**src/rtl/muldiv_pkg.sv**
```systemverilog
// Shared encodings and constants for the RV32M multiply/divide unit.
package muldiv_pkg;

   localparam int unsigned ITER_CNT = 32;
   localparam int unsigned CNT_W    = 6;

   localparam logic [2:0] OP_MUL    = 3'd0;
   localparam logic [2:0] OP_MULH   = 3'd1;
   localparam logic [2:0] OP_MULHSU = 3'd2;
   localparam logic [2:0] OP_MULHU  = 3'd3;
   localparam logic [2:0] OP_DIV    = 3'd4;
   localparam logic [2:0] OP_DIVU   = 3'd5;
   localparam logic [2:0] OP_REM    = 3'd6;
   localparam logic [2:0] OP_REMU   = 3'd7;

   typedef enum logic [1:0] {
      IDLE = 2'd0,
      CALC = 2'd1,
      DONE = 2'd2
   } state_t;

   localparam logic [31:0] DIV0_QUOT    = 32'hFFFF_FFFF;
   localparam logic [31:0] OVF_DIVIDEND = 32'h8000_0000;
   localparam logic [31:0] OVF_DIVISOR  = 32'hFFFF_FFFF;
   localparam logic [31:0] OVF_QUOT     = 32'h8000_0000;
   localparam logic [31:0] OVF_REM      = 32'h0000_0000;

   // rs1 is signed for MUL/MULH/MULHSU/DIV/REM
   function automatic logic op_a_signed(input logic [2:0] op);
      return (op == OP_MUL) || (op == OP_MULH) || (op == OP_MULHSU) ||
             (op == OP_DIV) || (op == OP_REM);
   endfunction

   // rs2 is signed for MUL/MULH/DIV/REM
   function automatic logic op_b_signed(input logic [2:0] op);
      return (op == OP_MUL) || (op == OP_MULH) || (op == OP_DIV) || (op == OP_REM);
   endfunction

endpackage

```
**src/rtl/muldiv_sign_fix.sv**
```systemverilog
// Conditional two's-complement of magnitude product, quotient and remainder.
module muldiv_sign_fix #(
   parameter int unsigned W = 32
) (
   input  logic [2*W-1:0] prod,
   input  logic           neg_prod,
   input  logic [W-1:0]   quot,
   input  logic           neg_quot,
   input  logic [W-1:0]   rem,
   input  logic           neg_rem,
   output logic [2*W-1:0] prod_fix,
   output logic [W-1:0]   quot_fix,
   output logic [W-1:0]   rem_fix
);

   assign prod_fix = neg_prod ? -prod : prod;
   assign quot_fix = neg_quot ? -quot : quot;
   assign rem_fix  = neg_rem  ? -rem  : rem;

endmodule

```
**src/rtl/riscv_muldiv_unit.sv**
```systemverilog
// Iterative RV32M multiply/divide unit with start/done handshake.
// Optional MULDIV_FAST_MUL_EN: single-cycle combinational multiplies.
module riscv_muldiv_unit
   import muldiv_pkg::*;
#(
   parameter int unsigned XLEN = 32
) (
   input  logic            clk,
   input  logic            rst_n,
   input  logic            Start,
   input  logic            Flush,
   input  logic [2:0]      Op,
   input  logic [XLEN-1:0] In_A,
   input  logic [XLEN-1:0] In_B,
   output logic            Ready,
   output logic            Busy,
   output logic            Done,
   output logic [XLEN-1:0] Result
);

   localparam int unsigned W  = XLEN;
   localparam int unsigned W2 = 2 * XLEN;

   state_t           state, state_nxt;
   logic [CNT_W-1:0] cnt, cnt_nxt;
   logic [W2-1:0]    p_q, p_nxt, p_step;
   logic [W-1:0]     m_q, m_nxt;
   logic [2:0]       op_q, op_nxt;
   logic             neg_lo_q, neg_lo_nxt, neg_rem_q, neg_rem_nxt;
   logic [W-1:0]     res_nxt;

   logic [W:0]       mul_sum, div_sh, div_diff;
   logic             a_neg, b_neg, div_zero, div_ovf;
   logic [W-1:0]     a_mag, b_mag, calc_res;
   logic [W2-1:0]    prod_fix;
   logic [W-1:0]     quot_fix, rem_fix;

   // One iteration: shift-add for multiply, restoring shift-subtract for divide
   always_comb begin
      mul_sum  = {1'b0, p_q[W2-1:W]} + (p_q[0] ? {1'b0, m_q} : (W+1)'(0));
      div_sh   = {p_q[W2-1:W], p_q[W-1]};
      div_diff = div_sh - {1'b0, m_q};
      if (!op_q[2])
         p_step = {mul_sum, p_q[W-1:1]};
      else if (!div_diff[W])
         p_step = {div_diff[W-1:0], p_q[W-2:0], 1'b1};
      else
         p_step = {div_sh[W-1:0], p_q[W-2:0], 1'b0};
   end

   muldiv_sign_fix #(.W(W)) u_sign_fix (
      .prod     (p_step),
      .neg_prod (neg_lo_q),
      .quot     (p_step[W-1:0]),
      .neg_quot (neg_lo_q),
      .rem      (p_step[W2-1:W]),
      .neg_rem  (neg_rem_q),
      .prod_fix (prod_fix),
      .quot_fix (quot_fix),
      .rem_fix  (rem_fix)
   );

   always_comb begin
      case (op_q)
         OP_MUL:                       calc_res = prod_fix[W-1:0];
         OP_MULH, OP_MULHSU, OP_MULHU: calc_res = prod_fix[W2-1:W];
         OP_DIV, OP_DIVU:              calc_res = quot_fix;
         default:                      calc_res = rem_fix;
      endcase
   end

   assign a_neg    = op_a_signed(Op) & In_A[W-1];
   assign b_neg    = op_b_signed(Op) & In_B[W-1];
   assign a_mag    = a_neg ? -In_A : In_A;
   assign b_mag    = b_neg ? -In_B : In_B;
   assign div_zero = (In_B == '0);
   assign div_ovf  = ((Op == OP_DIV) || (Op == OP_REM)) &&
                     (In_A == OVF_DIVIDEND) && (In_B == OVF_DIVISOR);

`ifdef MULDIV_FAST_MUL_EN
   logic signed [W2-1:0] fa_x, fb_x, fast_prod;
   assign fa_x      = W2'($signed({op_a_signed(Op) & In_A[W-1], In_A}));
   assign fb_x      = W2'($signed({op_b_signed(Op) & In_B[W-1], In_B}));
   assign fast_prod = fa_x * fb_x;
`endif

   // Next-state and datapath load decisions
   always_comb begin
      state_nxt   = state;
      cnt_nxt     = cnt;
      p_nxt       = p_q;
      m_nxt       = m_q;
      op_nxt      = op_q;
      neg_lo_nxt  = neg_lo_q;
      neg_rem_nxt = neg_rem_q;
      res_nxt     = Result;

      case (state)
         IDLE: begin
            if (Start) begin
               if (Op[2] && div_zero) begin
                  state_nxt = DONE;
                  res_nxt   = Op[1] ? In_A : DIV0_QUOT;
               end else if (div_ovf) begin
                  state_nxt = DONE;
                  res_nxt   = Op[1] ? OVF_REM : OVF_QUOT;
               end
`ifdef MULDIV_FAST_MUL_EN
               else if (!Op[2]) begin
                  state_nxt = DONE;
                  res_nxt   = (Op == OP_MUL) ? fast_prod[W-1:0] : fast_prod[W2-1:W];
               end
`endif
               else begin
                  state_nxt   = CALC;
                  cnt_nxt     = '0;
                  op_nxt      = Op;
                  neg_lo_nxt  = a_neg ^ b_neg;
                  neg_rem_nxt = a_neg;
                  m_nxt       = Op[2] ? b_mag : a_mag;
                  p_nxt       = {W'(0), Op[2] ? a_mag : b_mag};
               end
            end
         end
         CALC: begin
            p_nxt   = p_step;
            cnt_nxt = cnt + CNT_W'(1);
            if (cnt == CNT_W'(ITER_CNT - 1)) begin
               state_nxt = DONE;
               cnt_nxt   = '0;
               res_nxt   = calc_res;
            end
         end
         DONE:    state_nxt = IDLE;
         default: state_nxt = IDLE;
      endcase

      if (Flush) begin
         state_nxt = IDLE;
         cnt_nxt   = '0;
         res_nxt   = Result;
      end
   end

   always_ff @(posedge clk or negedge rst_n) begin
      if (!rst_n) begin
         state     <= IDLE;
         cnt       <= '0;
         p_q       <= '0;
         m_q       <= '0;
         op_q      <= OP_MUL;
         neg_lo_q  <= 1'b0;
         neg_rem_q <= 1'b0;
         Result    <= '0;
         Ready     <= 1'b1;
         Busy      <= 1'b0;
         Done      <= 1'b0;
      end else begin
         state     <= state_nxt;
         cnt       <= cnt_nxt;
         p_q       <= p_nxt;
         m_q       <= m_nxt;
         op_q      <= op_nxt;
         neg_lo_q  <= neg_lo_nxt;
         neg_rem_q <= neg_rem_nxt;
         Result    <= res_nxt;
         Ready     <= (state_nxt == IDLE);
         Busy      <= (state_nxt == CALC);
         Done      <= (state_nxt == DONE);
      end
   end

endmodule

```
**config.mk**
```make
export PLATFORM = sky130hd
export DESIGN_NAME = riscv_muldiv_unit
export DESIGN_NICKNAME = d
export VERILOG_FILES = /design/src/rtl/muldiv_pkg.sv /design/src/rtl/muldiv_sign_fix.sv /design/src/rtl/riscv_muldiv_unit.sv
export SDC_FILE = /design/constraint.sdc
export NUM_CORES = 1
export LEC_CHECK = 0
export CORE_MARGIN = 4
export CORE_UTILIZATION = 50
export DETAILED_ROUTE_END_ITERATION = 16
export PLACE_DENSITY = 0.69
export SYNTH_ARGS = -nofsm -noshare
export SYNTH_HDL_FRONTEND = slang
export SYNTH_HIERARCHICAL = 1
export SYNTH_SLANG_ARGS = --single-unit
```
**constraint.sdc**
```tcl
create_clock -name clk -period 7.5 [get_ports clk]
set_input_delay 1.5 -clock clk [delete_from_list [all_inputs] [get_ports clk]]
set_output_delay 1.5 -clock clk [all_outputs]
set_load 0.05 [all_outputs]
```
==> impl_metrics.json, run 1 <==
{
  "status": "finished, final reports clean",
  "numPortBuffers": 105,
  "final_cell_mix": "nand2_1 (250), a21oi_1 (191), xnor2_1 (186), o21ai_0 (165), nor2_1 (150)",
  "avgSynthCellArea_um2": 7.533,
  "synth_top_family_by_area": "compound AO/OA/AOI/OAI gates",
  "endpoint_kind": "register",
  "reg2reg_slack_ns": 0.97,
  "netlist_instances": 2196,
  "netlist_area_um2": 16540,
  "r2r_end": "Result[12]",
  "path_class": "register to register",
  "dieHeight_um": 189.9,
  "drt-initial-drc-count": 1986,
  "grt_pass1_wl_um": 97260,
  "start_kind": "register",
  "gr-usage-all-layers_pct": 34.59,
  "cts_tree": "done",
  "coreArea_um2": 32620,
  "row_count": 66,
  "grt_pass1_vias": 16342,
  "worstReg2RegStart": "p_q[31]",
  "ir_worst_vdd_uv": 159.0,
  "cts_max_level": 4,
  "cts_root_buf": "clkbuf_16",
  "power_frac_seq_pct": 19.5,
  "cp.arrival_ns": 6.90,
  "finClkSkew_ns": 0.01627,
  "setup_viol": 0,
  "max-slew-margin-rel_pct": 28.53,
  "synth_compound_area_share_pct": 28.20,
  "clock-sinks": 144,
  "yosys.area_share.xor_xnor_pct": 12.28,
  "tightestPinTransition_ns": 1.072,
  "synth_edf_count": 0,
  "layout_commonest_cell": "nand2_1",
  "dp_hpwl_um": 49360,
  "antenna_left": 0,
  "p_switching_mw": 2.679,
  "synth-simple-area-share_pct": 21.33,
  "grt_max_degree": 98,
  "pwr-share-clk_pct": 16.8,
  "seqCellArea_um2": 3607,
  "hp-start": "Result[24]",
  "ios": 106,
  "multiInputGateArea_um2": 12060,
  "cts_buffers": 17,
  "combPwrFrac_pct": 63.7,
  "drive_above_1_share_pct": 7.471,
  "fmax_mhz": 153.1,
  "cts_hold_buf": 0,
  "ctsResizeCount": 0,
  "grt_antenna_before_repair": 3,
  "cap_violations": 0,
  "muxShareOfSynthArea_pct": 5.257,
  "grt_overflow_total": 0,
  "path_max_fanout": 26,
  "worstPathRequired_ns": 7.86,
  "synth_cell_types": 85,
  "p_int_mw": 2.781,
  "post_cts_buffers": 0,
  "ff2ff_path_depth": 23,
  "drv_slew": 0,
  "insertion_delay_ns": 0.45,
  "totalWireLength_um": 64360,
  "ys_seq_area_share_pct": 21.79,
  "dieArea_um2": 36060,
  "async_flop_share_pct": 100.0,
  "fin_setup_tns_ns": 0,
  "whs_endpoint": "Result[24]",
  "antenna_cells": 0,
  "dp.cells": 2632,
  "holdPathStages": 2,
  "swShare_pct": 49.07,
  "syn_nets": 2340,
  "rsz0062_at_grt": "no",
  "yosysWarnings": 6,
  "hold_viol": 0,
  "firstDrtPassIters": 6,
  "fillers": 3101,
  "vias": 17435,
  "syn2layout_area_growth_pct": 11.29,
  "drc_errors": 0,
  "die_w_um": 189.9,
  "min_period_over_period_pct": 87.12,
  "gp_congestion": 0.9805,
  "synthAdderAreaFrac_pct": 5.612,
  "cts_buffer_depth": 2,
  "hold_class": "register to register",
  "vias_per_cell": 6.545,
  "wl_per_cell_um": 24.16,
  "clk_pin_slew_ns": 0.06,
  "nNetsFinal": 2353,
  "power.leakage_nw": 7.126,
  "ys_seq_elements": 144,
  "period_needed_ns": 6.534,
  "start_util_pct": 50.71,
  "p_per_area_nw_per_um2": 296.6,
  "synthFlopType": "dfrtp_1",
  "layout.cells.non_filler": 2664
}
[per-layer routing]
metal  GRT usage (%)  routed length [um]
met5               0                  21
met4           13.75                2875
met3           5.615                5353
met2           58.11               30150
met1           44.60               25950
[state kept, by name, indices dropped and copies added (netlist names)]
register and count:
p_q 64, Result 32, m_q 32, cnt 6, op_q 3, state 2
Busy 1, Done 1, Ready 1, neg_lo_q 1, neg_rem_q 1
[cell families after synthesis]
group,Yosys count
flops,144
buf+inv,218
fa+ha+maj,73
xor+xnor,232
mux,81
compound gates,726
simple gates,722
[cells in the mapped netlist (19+ instances only)]
master / number / share of area [%]
nand2_1: 251 / 5.7
a21oi_1: 191 / 5.8
xnor2_1: 186 / 9.8
o21ai_0: 165 / 5.0
nor2_1: 151 / 3.4
dfrtp_1: 143 / 22
clkbuf_1: 103 / 2.3
ha_1: 71 / 5.4
inv_1: 68 / 1.5
o31ai_1: 66 / 3.0
nand3_1: 49 / 1.5
mux2_2: 47 / 3.2
xor2_1: 46 / 2.4
nand2b_1: 45 / 1.7
and2_1: 41 / 1.6
o221ai_1: 39 / 2.1
nor3_1: 36 / 1.1
or3_1: 36 / 1.4
o22ai_1: 35 / 1.3
mux2i_1: 34 / 2.1
nand4_1: 30 / 1.1
o21ai_1: 28 / 0.85
a31oi_1: 27 / 1.0
buf_2: 26 / 0.79
a21o_1: 23 / 1.0
o41ai_1: 23 / 1.2
o211ai_1: 19 / 0.86
[worst max path at each step]
stage / startpoint / to / slack [ns]
4_1_cts: p_q[31] / Result[27] / 1.11
6_report: p_q[31] / Result[12] / 0.97
5_1_grt: p_q[31] / Result[23] / 0.53
3_5_place_dp: p_q[31] / Result[27] / 1.12
2_1_floorplan: p_q[31] / Result[10] / 2.08
3_3_place_gp: p_q[0] / Result[30] / 1.26
[through the flow]
step | hold slack, ns | instance area [um^2] | power, mW | setup slack (ns) | util, %
finish | 0.4843 | 18410 | 5.460 | 0.9662 | 56.44
detailed placement | 0.4767 | 17800 | 4.439 | 1.125 | 54.58
global placement | 0.4673 | 17800 | 4.414 | 1.261 | 54.58
floorplan | 0.4493 | 16540 | 3.522 | 2.083 | -
CTS | 0.4905 | 18410 | 5.377 | 1.110 | 56.44
global route | 0.5174 | 18410 | 5.784 | 0.5330 | 56.44
[power by group through the flow]
stage / sequential [mW] / combinational (mW) / clock [mW]
2_1_floorplan: 0.997 / 2.52 / 0
3_3_place_gp: 1.07 / 3.35 / 0
3_5_place_dp: 1.07 / 3.37 / 0
4_1_cts: 1.06 / 3.39 / 0.927
5_1_grt: 1.07 / 3.75 / 0.958
6_report: 1.06 / 3.48 / 0.919
[critical path, stage by stage, from the launching register on]
cell      delay [ns]
dfrtp_1         0.37
inv_1           0.11
ha_1            0.18
inv_1           0.05
fa_1            0.41
a21o_1          0.20
a221oi_2        0.37
o21ai_1         0.22
a31o_2          0.31
nor2b_1         0.21
nor2_4          0.61
buf_4           0.34
mux2i_1         0.21
o21ai_0         0.36
or4_1           0.73
nor2_1          0.16
nand4_1         0.10
buf_4           0.22
o21ai_0         0.28
xnor2_1         0.16
o221ai_1        0.16
a21oi_1         0.42
a21oi_1         0.10
o21ai_1         0.14
[cell type report]
| cell class | count | share of cell area, % |
|---|---|---|
| flip-flops and latches | 144 | 19.59 |
| clock buffers | 21 | 2.392 |
| multi-input cells | 1834 | 65.49 |
| clock inverters | 11 | 0.8904 |
| inverters | 70 | 1.427 |
| well taps | 442 | 3.004 |
| repair buffers | 142 | 7.198 |
Power figures use the tool's default switching activity.
==> run 2: changes to the inputs <==
Settings changed: GPL_ROUTABILITY_DRIVEN from default to 0.
==> run 2 against run 1 <==
Core utilization about the same. Power increased by 0.87%. Wire length decreased by 4.3%. Combinational power about the same. Clock power increased by 3.0%. Highest routed layer is now met4. Hold slack improved by 0.0080 ns. Setup slack got worse by 0.48 ns. Final area about the same.
==> impl_metrics.json, run 2 (synthesis gave the netlist of run 1 again) <==
{
  "ios": 106,
  "fin_area_um2": 18400,
  "max-slew-margin-rel_pct": 18.25,
  "rsz0062_at_grt": "no",
  "preCtsSetupSlack_ns": 0.8426,
  "drive_above_1_share_pct": 7.349,
  "hp-start": "Result[19]",
  "cp_common_cell": "a21oi_1",
  "worstPathRequired_ns": 7.87,
  "totalWireLength_um": 61570,
  "clk_pin_slew_ns": 0.07,
  "cap_violations": 0,
  "dieHeight_um": 189.9,
  "tightestPinTransition_ns": 1.213,
  "cts_buffers": 17,
  "hold_viol": 0,
  "grt_pass1_wl_um": 95140,
  "syn2layout_area_growth_pct": 11.25,
  "grt_overflow_total": 0,
  "hold_ws_ns": 0.4923,
  "top_register": "p_q",
  "start_util_pct": 50.71,
  "insertion_delay_ns": 0.46,
  "fillers": 3163,
  "cts_max_level": 4,
  "grt_pass1_vias": 16378,
  "worst_slack_ns": 0.4851,
  "worst_path_max_delay_cell": "nand4_1",
  "power.leakage_nw": 7.112,
  "cts_hold_buf": 0,
  "row_count": 66,
  "clock-sinks": 144,
  "cts_root_buf": "clkbuf_16",
  "post_cts_buffers": 0,
  "setup_viol": 0,
  "largestRegisters": "p_q: 64 flops, Result: 32 flops, m_q: 32 flops",
  "worstReg2RegStart": "p_q[31]",
  "power.total_mw": 5.508,
  "finClkSkew_ns": 0.01962,
  "min_period_over_period_pct": 93.53,
  "dieArea_um2": 36060,
  "dp_hpwl_um": 47120,
  "antenna_left": 0,
  "post_dp_cell_area_um2": 17770,
  "path_max_fanout": 23,
  "max_stage_delay_ns": 0.64,
  "drv_slew": 0,
  "p_per_area_nw_per_um2": 299.3,
  "ir_worst_vdd_uv": 208.3,
  "coreArea_um2": 32620,
  "nNetsFinal": 2349,
  "cts_buffer_depth": 2,
  "start_kind": "register",
  "crit_path_cell_trace": "inv_1, ha_1, inv_1, fa_1, a21o_1, a221oi_2, o21ai_1, a31o_2, nor2b_1, nor2_4, nand2_1, o21ai_0, a21oi_1, or3_4, nor3_1, nand4_1, o21ai_0, xnor2_1, o221ai_1, a21oi_1, a21oi_1, o21ai_1",
  "status": "finished, final reports clean",
  "numPortBuffers": 105,
  "die_w_um": 189.9,
  "fin_setup_tns_ns": 0,
  "drt-initial-drc-count": 2362,
  "firstDrtPassIters": 5,
  "drc_errors": 0,
  "setup.worst_path.start": "p_q[31]",
  "cts_tree": "done",
  "path_class": "register to register",
  "endpoint_kind": "register",
  "largest_reg_flops": 64,
  "vias_per_cell": 6.605,
  "final_cell_mix": "nand2_1 (250), a21oi_1 (191), xnor2_1 (186), o21ai_0 (165), nor2_1 (150)",
  "gr-usage-all-layers_pct": 33.38,
  "grt_max_degree": 98,
  "grt_antenna_before_repair": 0,
  "hold_class": "register to register",
  "ctsResizeCount": 0,
  "layout_commonest_cell": "nand2_1",
  "vias": 17576,
  "wl_per_cell_um": 23.14,
  "period_needed_ns": 7.015,
  "cp.arrival_ns": 7.39,
  "fmax_mhz": 142.6
}
==> run 2: worst paths after layout <==
kind,endpoint,depth (start not counted),slack [ns]
min in group asynchronous,Done,1,0.96
max in group asynchronous,op_q[2],2,5.35
min,Result[19],2,0.49
min reg2reg,Result[19],2,0.49
max,Result[12],22,0.49
max reg2reg,Result[12],22,0.49
==> run 2: final cells by class <==
class	instances	area (um^2)	share of cell area [%]
Antenna cell	1	2.502	0.01360
Clock buffer	22	464.2	2.522
Clock inverter	10	161.4	0.8771
Inverter	70	262.8	1.428
Multi-Input combinational cell	1834	12060	65.52
Sequential cell	144	3607	19.60
Tap cell	442	553.0	3.005
Timing Repair Buffer	138	1295	7.037
==> run 2: where the power goes <==
| group | leakage, nW | total, mW | switching (mW) | internal (mW) |
|---|---|---|---|---|
| sequential | 1.85 | 1.07 | 0.171 | 0.898 |
| combinational | 4.97 | 3.49 | 2.16 | 1.33 |
| clock | 0.296 | 0.947 | 0.373 | 0.574 |
| total | 7.11 | 5.51 | 2.71 | 2.80 |
==> run 2: routing by layer <==
layer  track usage (%)  part of all wire [%]  up-vias
li1                  -                     -     8052
met1             44.99                    41     8275
met2             53.16                    45     1086
met3             6.587                    10      163
met4             12.69                   4.2        0
met5                 0                     0        -
==> run 2: critical path: cells and delay by family (launching register included) <==
family | cells | cell delay (ns)
flops | 1 | 0.39
compound gates | 11 | 2.92
simple gates | 6 | 2.62
xor+xnor | 1 | 0.17
buf+inv | 2 | 0.21
fa+ha+maj | 2 | 0.60
==> run 2: stage by stage <==
step,std cells,utilization [%]
6_report,2661,56.42
3_5_place_dp,2628,54.49
2_1_floorplan,2196,-
5_1_grt,2660,56.41
4_1_cts,2660,56.41
3_3_place_gp,2628,54.49
